$ cat config.mk
export PLATFORM = sky130hd
export DESIGN_NAME = riscv_lsu
export DESIGN_NICKNAME = d
export VERILOG_FILES = /design/src/rtl/riscv_lsu.sv
export SDC_FILE = /design/constraint.sdc
export NUM_CORES = 1
export LEC_CHECK = 0
export ABC_AREA = 1
export BUFFER_PORTS_ARGS = -buffer_cell sky130_fd_sc_hd__buf_2
export CAP_MARGIN = 10
export CORE_MARGIN = 3
export CORE_UTILIZATION = 40
export DETAILED_ROUTE_END_ITERATION = 7
export GPL_TIMING_DRIVEN = 0
export PLACE_DENSITY = 0.7
export SYNTH_ARGS = -nofsm -noshare
export SYNTH_HDL_FRONTEND = slang
export SYNTH_SLANG_ARGS = --single-unit
export TNS_END_PERCENT = 30
$ cat constraint.sdc
create_clock -name clk -period 1.95 [get_ports clk]
set_clock_uncertainty 0.2 [all_clocks]
set_input_delay 0.4875 -clock clk [delete_from_list [all_inputs] [get_ports clk]]
set_output_delay 0.4875 -clock clk [all_outputs]
set_load 0.005 [all_outputs]
$ cat src/rtl/riscv_lsu.sv
// RV32I load/store unit: one outstanding data-memory access with a req/gnt/rvalid
// handshake, byte-lane steering for stores and extension of load data for writeback.
module riscv_lsu #(
  parameter int DATA_WIDTH = 32,
  parameter int REG_ADDR   = 5
) (
  input  logic                  clk,
  input  logic                  rst,
  input  logic                  req_valid_i,
  output logic                  req_ready_o,
  input  logic                  req_we_i,
  input  logic [2:0]            req_funct3_i,
  input  logic [DATA_WIDTH-1:0] req_addr_i,
  input  logic [DATA_WIDTH-1:0] req_wdata_i,
  input  logic [REG_ADDR-1:0]   req_rd_i,
  output logic                  mem_req_o,
  output logic                  mem_we_o,
  output logic [DATA_WIDTH-1:0] mem_addr_o,
  output logic [3:0]            mem_be_o,
  output logic [DATA_WIDTH-1:0] mem_wdata_o,
  input  logic                  mem_gnt_i,
  input  logic                  mem_rvalid_i,
  input  logic [DATA_WIDTH-1:0] mem_rdata_i,
  output logic                  rsp_valid_o,
  output logic                  rsp_wb_o,
  output logic [DATA_WIDTH-1:0] rsp_rdata_o,
  output logic [REG_ADDR-1:0]   rsp_rd_o,
  output logic                  rsp_err_o,
  output logic                  busy_o
);

  typedef enum logic [1:0] {IDLE, REQ, WAIT, RESP} state_t;

  state_t              state;
  logic                we_q;
  logic [2:0]          funct3_q;
  logic [1:0]          off_q;
  logic [REG_ADDR-1:0] rd_q;

  // funct3[1:0] is the access size (00 byte, 01 half, 10 word); funct3[2] marks unsigned loads.
  function automatic logic is_illegal(input logic we, input logic [2:0] f3, input logic [1:0] a);
    logic bad_f3;
    if (we) bad_f3 = (f3 > 3'd2);
    else    bad_f3 = (f3 == 3'b011) || (f3[2:1] == 2'b11);
    return bad_f3 || ((f3[1:0] == 2'b01) && a[0]) || ((f3[1:0] == 2'b10) && (a != 2'b00));
  endfunction

  function automatic logic [3:0] byte_en(input logic [2:0] f3, input logic [1:0] k);
    case (f3[1:0])
      2'b00:   return 4'b0001 << k;
      2'b01:   return 4'b0011 << k;
      default: return 4'b1111;
    endcase
  endfunction

  function automatic logic [DATA_WIDTH-1:0] store_data(input logic [2:0] f3,
                                                       input logic [DATA_WIDTH-1:0] wd);
    case (f3[1:0])
      2'b00:   return {4{wd[7:0]}};
      2'b01:   return {2{wd[15:0]}};
      default: return wd;
    endcase
  endfunction

  function automatic logic [DATA_WIDTH-1:0] load_ext(input logic [2:0] f3, input logic [1:0] k,
                                                     input logic [DATA_WIDTH-1:0] rd);
    logic [DATA_WIDTH-1:0] lane;
    logic signed [7:0]     b;
    logic signed [15:0]    h;
    lane = rd >> {k, 3'b000};
    b    = lane[7:0];
    h    = lane[15:0];
    case (f3)
      3'b000:  return DATA_WIDTH'(b);
      3'b001:  return DATA_WIDTH'(h);
      3'b100:  return {{(DATA_WIDTH-8){1'b0}}, lane[7:0]};
      3'b101:  return {{(DATA_WIDTH-16){1'b0}}, lane[15:0]};
      default: return rd;
    endcase
  endfunction

  assign req_ready_o = (state == IDLE);
  assign busy_o      = (state != IDLE);

  always_ff @(posedge clk) begin
    if (rst) begin
      state       <= IDLE;
      mem_req_o   <= 1'b0;
      mem_we_o    <= 1'b0;
      mem_addr_o  <= '0;
      mem_be_o    <= '0;
      mem_wdata_o <= '0;
      rsp_valid_o <= 1'b0;
      rsp_wb_o    <= 1'b0;
      rsp_rdata_o <= '0;
      rsp_rd_o    <= '0;
      rsp_err_o   <= 1'b0;
    end else begin
      case (state)
        IDLE: if (req_valid_i) begin
          we_q     <= req_we_i;
          funct3_q <= req_funct3_i;
          off_q    <= req_addr_i[1:0];
          rd_q     <= req_rd_i;
          if (is_illegal(req_we_i, req_funct3_i, req_addr_i[1:0])) begin
            // Rejected accesses skip memory and report straight away.
            state       <= RESP;
            rsp_valid_o <= 1'b1;
            rsp_err_o   <= 1'b1;
            rsp_wb_o    <= 1'b0;
            rsp_rdata_o <= '0;
            rsp_rd_o    <= req_rd_i;
          end else begin
            state       <= REQ;
            mem_req_o   <= 1'b1;
            mem_we_o    <= req_we_i;
            mem_addr_o  <= {req_addr_i[DATA_WIDTH-1:2], 2'b00};
            mem_be_o    <= byte_en(req_funct3_i, req_addr_i[1:0]);
            mem_wdata_o <= req_we_i ? store_data(req_funct3_i, req_wdata_i) : '0;
          end
        end
        REQ: if (mem_gnt_i) begin
          state     <= WAIT;
          mem_req_o <= 1'b0;
          mem_we_o  <= 1'b0;
        end
        WAIT: if (mem_rvalid_i) begin
          state       <= RESP;
          rsp_valid_o <= 1'b1;
          rsp_err_o   <= 1'b0;
          rsp_rd_o    <= rd_q;
          rsp_wb_o    <= !we_q && (rd_q != '0);
          rsp_rdata_o <= we_q ? '0 : load_ext(funct3_q, off_q, mem_rdata_i);
        end
        default: begin
          state       <= IDLE;
          rsp_valid_o <= 1'b0;
          rsp_wb_o    <= 1'b0;
          rsp_err_o   <= 1'b0;
          rsp_rdata_o <= '0;
          rsp_rd_o    <= '0;
        end
      endcase
    end
  end

endmodule

==> reports/qor.txt, run 1 <==
Die Span X = 127 um
Initial Util = 41.6%
commonest non-fill, non-tap cell in the layout = buf_2
crit path capture type = primary output
antenna violations before repair = 1
status = finished, final reports clean
gp weighted congestion = 0.985
dpl cells = 1171
Setup violations, final = 0
Worst Setup Start Kind = flip-flop
Pleak = 3.90 nW
Cell Rows = 43
reg2reg end = rsp_rdata_o[26]
fmax = 518 MHz
area grow syn2layout = 37.8%
critical path class = reg -> out
CP Data Required Time = 1.26 ns
number of global-route vias before repair = 6051
max-cap viol count = 0
crit path from = state[1]
Hold Path Cell Cnt = 1
clk_lat worst skew = 0.41 ns
Via Count = 6261
DRC = 0
Yosys warning total = 0
clock sink total = 121
Post-Syn Area = 5880 sq um
CTS tree = done
Synth cell types = 44
Post-synth EDFFs = 11
Final Hold Viols = 0
hold slack = 0.0636 ns
# nets final = 1142
WL final = 19200 um
arrival time at the worst endpoint = 1.24 ns
Max Fanout on Critical Path = 5
Clock transition at path regs = 0.06 ns
worst min path class = in -> reg
PwrDens = 1160 nW/um^2
First-pass DRT Iterations = 5
worst rel slew slack = 50.3%
Hold Startpoint = req_we_i
total CTS buffers = 17
Hold EP = we_q
RSZ-0062 raised after global routing = true
antenna cells = 0
cell count of the worst reg-to-reg path = 11
initial DRC count = 332
total die area = 16200 sq um
IO Port Bufs = 218
period utilization = 99.0%
Slew Limit Fails = 0
H-tree depth = 4
Synth Register Bits = 121
largest net degree at the start of global routing = 17
# IOs = 222
core area = 14100 sq um
sequential area share after synthesis = 43.1%
CTS max path bufs = 2
HPWL after DPL = 14500 um
WL/cell = 15.7 um
Most used DFF post-synth = dfxtp_1
height of the die = 127 um
global-route wire length before repair = 30500 um
post-layout util = 57.3%
Slew @ Worst Pin = 0.746 ns
reg2reg start = state[1]
crit path time final = 1.93 ns
most frequent cells in the layout = buf_2 (233), nor2_1 (140), nand2_1 (108), dfxtp_1 (108), o21ai_0 (92)
Async S/R FF share, synth = 0%
vias per cell = 5.13
share of cells above drive strength 1 = 37.2%
Non-Filler Instances = 1220
Post-Synthesis Cells = 772
syn avg cell area = 7.62 sq um
VDD IR max = 0.760 mV
GRT Residual Overflow = 0
worst reg-to-reg setup slack = 0.07 ns
total track usage = 23.7%
Routed Antenna Nets = 0
root buf cell = clkbuf_16
==> Yosys cell counts (all sizes together) (6+ instances only) <==
master / n / area share, %
nand2: 115 / 8.0
nand3: 61 / 7.2
nand4: 9 / 0.96
o2111ai: 6 / 0.89
dfxtp: 110 / 37
inv: 53 / 3.6
buf: 29 / 3.5
o21ai: 94 / 8.0
o211a: 10 / 1.7
edfxtp: 11 / 5.6
nor2: 146 / 9.9
clkbuf: 21 / 1.4
a21oi: 58 / 6.1
or2: 21 / 2.2
==> registers in the layout (all words and copies together) (netlist names) <==
name,count
mem_wdata_o,32
rsp_rdata_o,32
mem_addr_o,30
rd_q,5
rsp_rd_o,5
mem_be_o,4
funct3_q,3
off_q,2
state,2
mem_req_o,1
mem_we_o,1
rsp_err_o,1
rsp_valid_o,1
rsp_wb_o,1
we_q,1
==> cells by family after synthesis <==
kind of cell             Yosys count  share of synthesized area, %
AO/OA/AOI/OAI                    186                          18.9
adder cells (fa/ha/maj)            4                         0.851
buffers and inverters            104                          8.47
flip-flops                       121                          43.1
other                              1                        0.0638
AND/OR/NAND/NOR                  356                          28.7
==> worst max-delay path, cell delays in order (launching register included) <==
cell,delay [ns]
dfxtp_2,0.35
inv_2,0.06
ha_4,0.18
buf_8,0.12
inv_4,0.04
buf_6,0.08
==> report_power, final <==
group / internal, mW / total, mW / switching [mW]
Sequential: 2.88 / 3.05 / 0.175
Combinational: 1.27 / 2.99 / 1.72
Clock: 2.18 / 3.38 / 1.20
Total: 6.33 / 9.42 / 3.10
==> layout make-up <==
class,instances,area (sq um)
clock inverter,13,190
fill,1344,6050
inverter,54,220
clock buffer,18,439
sequential,121,2530
tap,180,225
multi-input combinational,548,2900
buffer,50,310
timing repair buffer,236,1280
==> through the flow <==
| step | setup TNS, ns | instance area, sq um | power, mW | setup slack [ns] |
|---|---|---|---|---|
| 4_1_cts | -0.0181 | 8030 | 9.39 | -0.0167 |
| 3_3_place_gp | -26.56 | 7200 | 5.63 | -0.435 |
| 2_1_floorplan | 0 | 5890 | 4.69 | 0.0329 |
| 5_1_grt | -0.171 | 8100 | 9.93 | -0.0409 |
| 6_report | 0 | 8100 | 9.42 | 0.0189 |
| 3_5_place_dp | -27.18 | 7200 | 5.66 | -0.452 |
==> routing by layer <==
metal / up-vias / GRT usage (%) / routed length, um
met1: 2836 / 29.8 / 7930
met3: 46 / 6.61 / 1820
li1: 3076 / - / -
met4: 2 / 9.53 / 461
met5: - / 0 / 13
met2: 301 / 38.5 / 8980
==> timing repair <==
action                     4_1_cts  5_1_grt
hold buffers                     0        0
setup buffers                   12        5
gates resized for setup         16       16
pin swaps                        5        4
setup endpoints to repair      110       33
cloned                           1        0
==> how the worst max path moves through the flow <==
stage	end	cells after the start	slack, ns
floorplan	funct3_q[0]	3	0.03
global placement	rd_q[3]	3	-0.44
detailed placement	rd_q[3]	3	-0.45
CTS	busy_o	5	-0.02
global route	busy_o	5	-0.04
finish	busy_o	5	0.02
Power figures use the tool's default switching activity.
==> run 2: changes to the inputs <==
- BUFFER_PORTS_ARGS: -buffer_cell sky130_fd_sc_hd__buf_2 -> -buffer_cell sky130_fd_sc_hd__buf_4
==> reports/qor.txt, run 2 (same netlist as run 1, synthesis figures left out) <==
status = finished, final reports clean
DRC = 0
max-cap viol count = 0
top flop regs = mem_wdata_o: 32 flops, rsp_rdata_o: 32 flops, mem_addr_o: 30 flops
total die area = 16200 sq um
setup slack after placement = -0.426 ns
Placed Area = 7750 sq um
initial DRC count = 413
cell count of the worst reg-to-reg path = 7
WL final = 19400 um
post-route cell area = 8650 sq um
VDD IR max = 0.612 mV
Slew Limit Fails = 0
CTS tree = done
Slew @ Worst Pin = 0.717 ns
total CTS buffers = 17
antenna violations before repair = 0
IO Port Bufs = 218
crit path from = state[1]
PwrDens = 1090 nW/um^2
clock sink total = 121
area grow syn2layout = 47.0%
arrival time at the worst endpoint = 1.25 ns
worst setup slack after layout = 0.0164 ns
CTS max path bufs = 2
Die Span X = 127 um
commonest non-fill, non-tap cell in the layout = buf_4
reg2reg end = rsp_rdata_o[5]
Cell Rows = 43
worst reg-to-reg setup slack = 0.02 ns
Initial Util = 41.6%
Final Hold Viols = 0
fmax = 517 MHz
Via Count = 6148
post-layout util = 61.1%
reg2reg start = off_q[0]
crit path capture type = primary output
number of global-route vias before repair = 5986
cts hold-fix bufs = 0
# IOs = 222
period utilization = 99.2%
critical path class = reg -> out
GRT Residual Overflow = 0
gp weighted congestion = 0.940
clk_lat worst skew = 0.41 ns
H-tree depth = 4
antenna cells = 0
Worst Setup Start Kind = flip-flop
core area = 14100 sq um
Pleak = 3.97 nW
CP Capture Point = busy_o
HPWL after DPL = 14800 um
First-pass DRT Iterations = 7
total power draw = 9.38 mW
# nets final = 1141
crit path time final = 1.93 ns
CP Data Required Time = 1.26 ns
most frequent cells in the layout = buf_4 (233), nor2_1 (140), nand2_1 (108), dfxtp_1 (108), o21ai_0 (89)
largest net degree at the start of global routing = 17
share of cells above drive strength 1 = 37.0%
global-route wire length before repair = 30800 um
worst rel slew slack = 52.2%
Clock transition at path regs = 0.06 ns
Routed Antenna Nets = 0
vias per cell = 5.04
RSZ-0062 raised after global routing = true
WL/cell = 15.9 um
total track usage = 23.9%
Max Fanout on Critical Path = 4
Setup violations, final = 0
height of the die = 127 um
root buf cell = clkbuf_16
worst min path class = in -> reg
-- run 2: worst min path at each step --
stage / startpoint / to / slack (ns) / depth (start not counted)
6_report: req_rd_i[0] / rd_q[0] / 0.06 / 1
5_1_grt: req_rd_i[1] / rd_q[1] / 0.04 / 1
4_1_cts: req_rd_i[0] / rd_q[0] / 0.04 / 1
3_5_place_dp: mem_be_o[2] / mem_be_o[2] / 0.25 / 2
3_3_place_gp: mem_wdata_o[20] / mem_wdata_o[20] / 0.25 / 1
2_1_floorplan: mem_req_o / mem_req_o / 0.26 / 2
-- run 2: report_power, final --
part	switching [mW]	internal, mW
clock	1.13	1.85
combinational	1.77	1.56
sequential	0.192	2.88
-- run 2: worst max-delay path, cell delays in order (launching register included) --
cell      delay (ns)
dfxtp_4         0.36
inv_4           0.04
ha_4            0.16
clkbuf_8        0.14
inv_4           0.05
buf_6           0.08
-- run 2: area by class of cell --
type	instances	area (sq um)
sequential	121	2540
timing repair buffer	236	1850
inverter	54	223
clock inverter	11	93.8
tap	180	225
multi-input combinational	548	2940
fill	1333	5500
buffer	49	304
clock buffer	21	472
-- run 2: metrics by stage --
stage / TNS [ns] / cells / hold WS (ns)
global route: -0.379 / 1220 / 0.0370
global placement: -24.03 / 1171 / 0.251
CTS: -0.113 / 1216 / 0.0361
finish: 0 / 1220 / 0.0572
floorplan: 0 / 773 / 0.256
detailed placement: -24.99 / 1171 / 0.253
-- run 2: what timing repair did --
| item | CTS | global route |
|---|---|---|
| gates resized for setup | 25 | 19 |
| setup endpoints to repair | 79 | 42 |
| gates cloned | 1 | 0 |
| hold endpoints to repair | 0 | 0 |
| buffers inserted | 12 | 5 |
| pin swaps | 6 | 9 |
-- run 2: routing by layer --
metal,vias to the layer above,track usage (%),part of all wire (%),routed length (um)
met1,2775,29.7,42,8190
met2,274,38.5,47,9070
li1,3071,-,-,-
met4,0,9.46,2.1,412
met5,-,0,0,0
met3,28,7.61,9.1,1770
==> run 3: changes to the inputs <==
- CORE_ASPECT_RATIO: unset -> 1.4
- PLACE_DENSITY: 0.7 -> 0.67
- clock period: 1.95 -> 2.4 ns (I/O delays scaled with it)
==> reports/qor.txt, run 3 (same netlist as run 1, synthesis figures left out) <==
gp weighted congestion = 0.882
total CTS buffers = 17
IO Port Bufs = 218
Via Count = 6012
height of the die = 149 um
Buf/Inv on CP = 4
clk_lat worst skew = 0.40 ns
Routed Antenna Nets = 0
Seq pwr share = 34.1%
crit path time final = 2.32 ns
First-pass DRT Iterations = 6
total track usage = 23.9%
DRC = 0
worst min path class = in -> reg
antenna violations before repair = 0
number of global-route vias before repair = 5991
# nets final = 1125
top flop regs = mem_wdata_o: 32 flops, rsp_rdata_o: 32 flops, mem_addr_o: 30 flops
hold slack = 0.176 ns
Final Hold Viols = 0
CTS max path bufs = 2
Slew Limit Fails = 0
Pleak = 3.85 nW
crit-path leading delay family = buffers and inverters
Die Span X = 108 um
max-cap viol count = 0
global-route wire length before repair = 30200 um
Power Internal = 4.85 mW
total power draw = 7.31 mW
Cell Rows = 51
Worst Setup Start Kind = flip-flop
Setup violations, final = 0
crit path capture type = primary output
period utilization = 96.8%
worst setup slack after layout = 0.0769 ns
largest stage delay on the critical path = 0.34 ns
commonest non-fill, non-tap cell in the layout = buf_4
WL/cell = 15.9 um
clock sink total = 121
Clock transition at path regs = 0.06 ns
root buf cell = clkbuf_16
critical path's slowest cell = dfxtp_2
Slew @ Worst Pin = 0.950 ns
worst rel slew slack = 36.4%
VDD IR max = 0.578 mV
Clk pwr share = 34.2%
area grow syn2layout = 42.1%
share of cells above drive strength 1 = 35.0%
setup slack after placement = -0.0559 ns
Initial Util = 41.5%
PwrDens = 875 nW/um^2
switching power = 2.46 mW
fmax = 430 MHz
CP Data Required Time = 1.60 ns
Max Fanout on Critical Path = 10
status = finished, final reports clean
antenna cells = 0
largest net degree at the start of global routing = 17
GRT Residual Overflow = 0
most frequent CP cell = inv_1
combinational share of power = 31.7%
vias per cell = 4.97
critical path class = reg -> out
H-tree depth = 4
HPWL after DPL = 14900 um
core area = 14200 sq um
post-layout util = 59.0%
Sw Ratio = 33.7%
WL final = 19200 um
most frequent cells in the layout = buf_4 (224), nor2_1 (141), nand2_1 (110)
CTS tree = done
initial DRC count = 264
arrival time at the worst endpoint = 1.52 ns
total die area = 16200 sq um
Cell Chain, Critical Path = inv_1, ha_4, clkbuf_4, inv_1, buf_4
# IOs = 222
## run 3: power by group through the flow
stage	clock, mW	combinational [mW]	sequential (mW)
6_report	2.50	2.32	2.50
5_1_grt	2.65	2.60	2.53
4_1_cts	2.54	2.30	2.49
3_5_place_dp	0	2.28	2.53
3_3_place_gp	0	2.26	2.53
2_1_floorplan	0	1.28	2.53
## run 3: final timing paths
path / startpoint / end / slack (ns) / cells past startpoint
worst max-delay path: state[0] / busy_o / 0.08 / 5
worst min-delay path: req_rd_i[1] / rd_q[1] / 0.18 / 1
worst max register to register: state[0] / rsp_rdata_o[23] / 0.26 / 9
worst min register to register: mem_be_o[2] / mem_be_o[2] / 0.26 / 2
## run 3: what timing repair did
item | CTS | global route
pin swaps | 0 | 1
gates resized for setup | 3 | 2
hold buffers | 0 | 0
buffers inserted | 0 | 1
endpoints found under the setup margin | 1 | 1
## run 3: cell type report
type	instances	area (sq um)
timing repair buffer	219	1640
tap	185	231
clock buffer	20	467
clock inverter	12	111
sequential	121	2530
inverter	54	213
multi-input combinational	548	2870
buffer	50	289
fill	1387	5810
## run 3: stage by stage
step	cells	TNS, ns	area (sq um)
after global routing	1209	-0.0111	8360
after global placement	1176	-0.430	7750
after detailed placement	1176	-0.620	7750
after floorplan	773	0	5890
after CTS	1208	0	8340
final	1209	0	8360
## run 3: routing by layer
layer | routed length (um) | track usage, % | vias up
li1 | - | - | 3038
met1 | 7170 | 26.5 | 2706
met2 | 10000 | 42.0 | 234
met3 | 1560 | 7.03 | 34
met4 | 479 | 10.1 | 0
met5 | 0 | 0 | -
## run 3: worst register-to-register path: stages (launching register included)
cell     delay (ns)
dfxtp_2        0.34
inv_1          0.13
ha_1           0.20
inv_2          0.09
nor2_2         0.32
inv_1          0.18
nor2_8         0.24
buf_12         0.17
nand3_2        0.08
a21oi_2        0.12
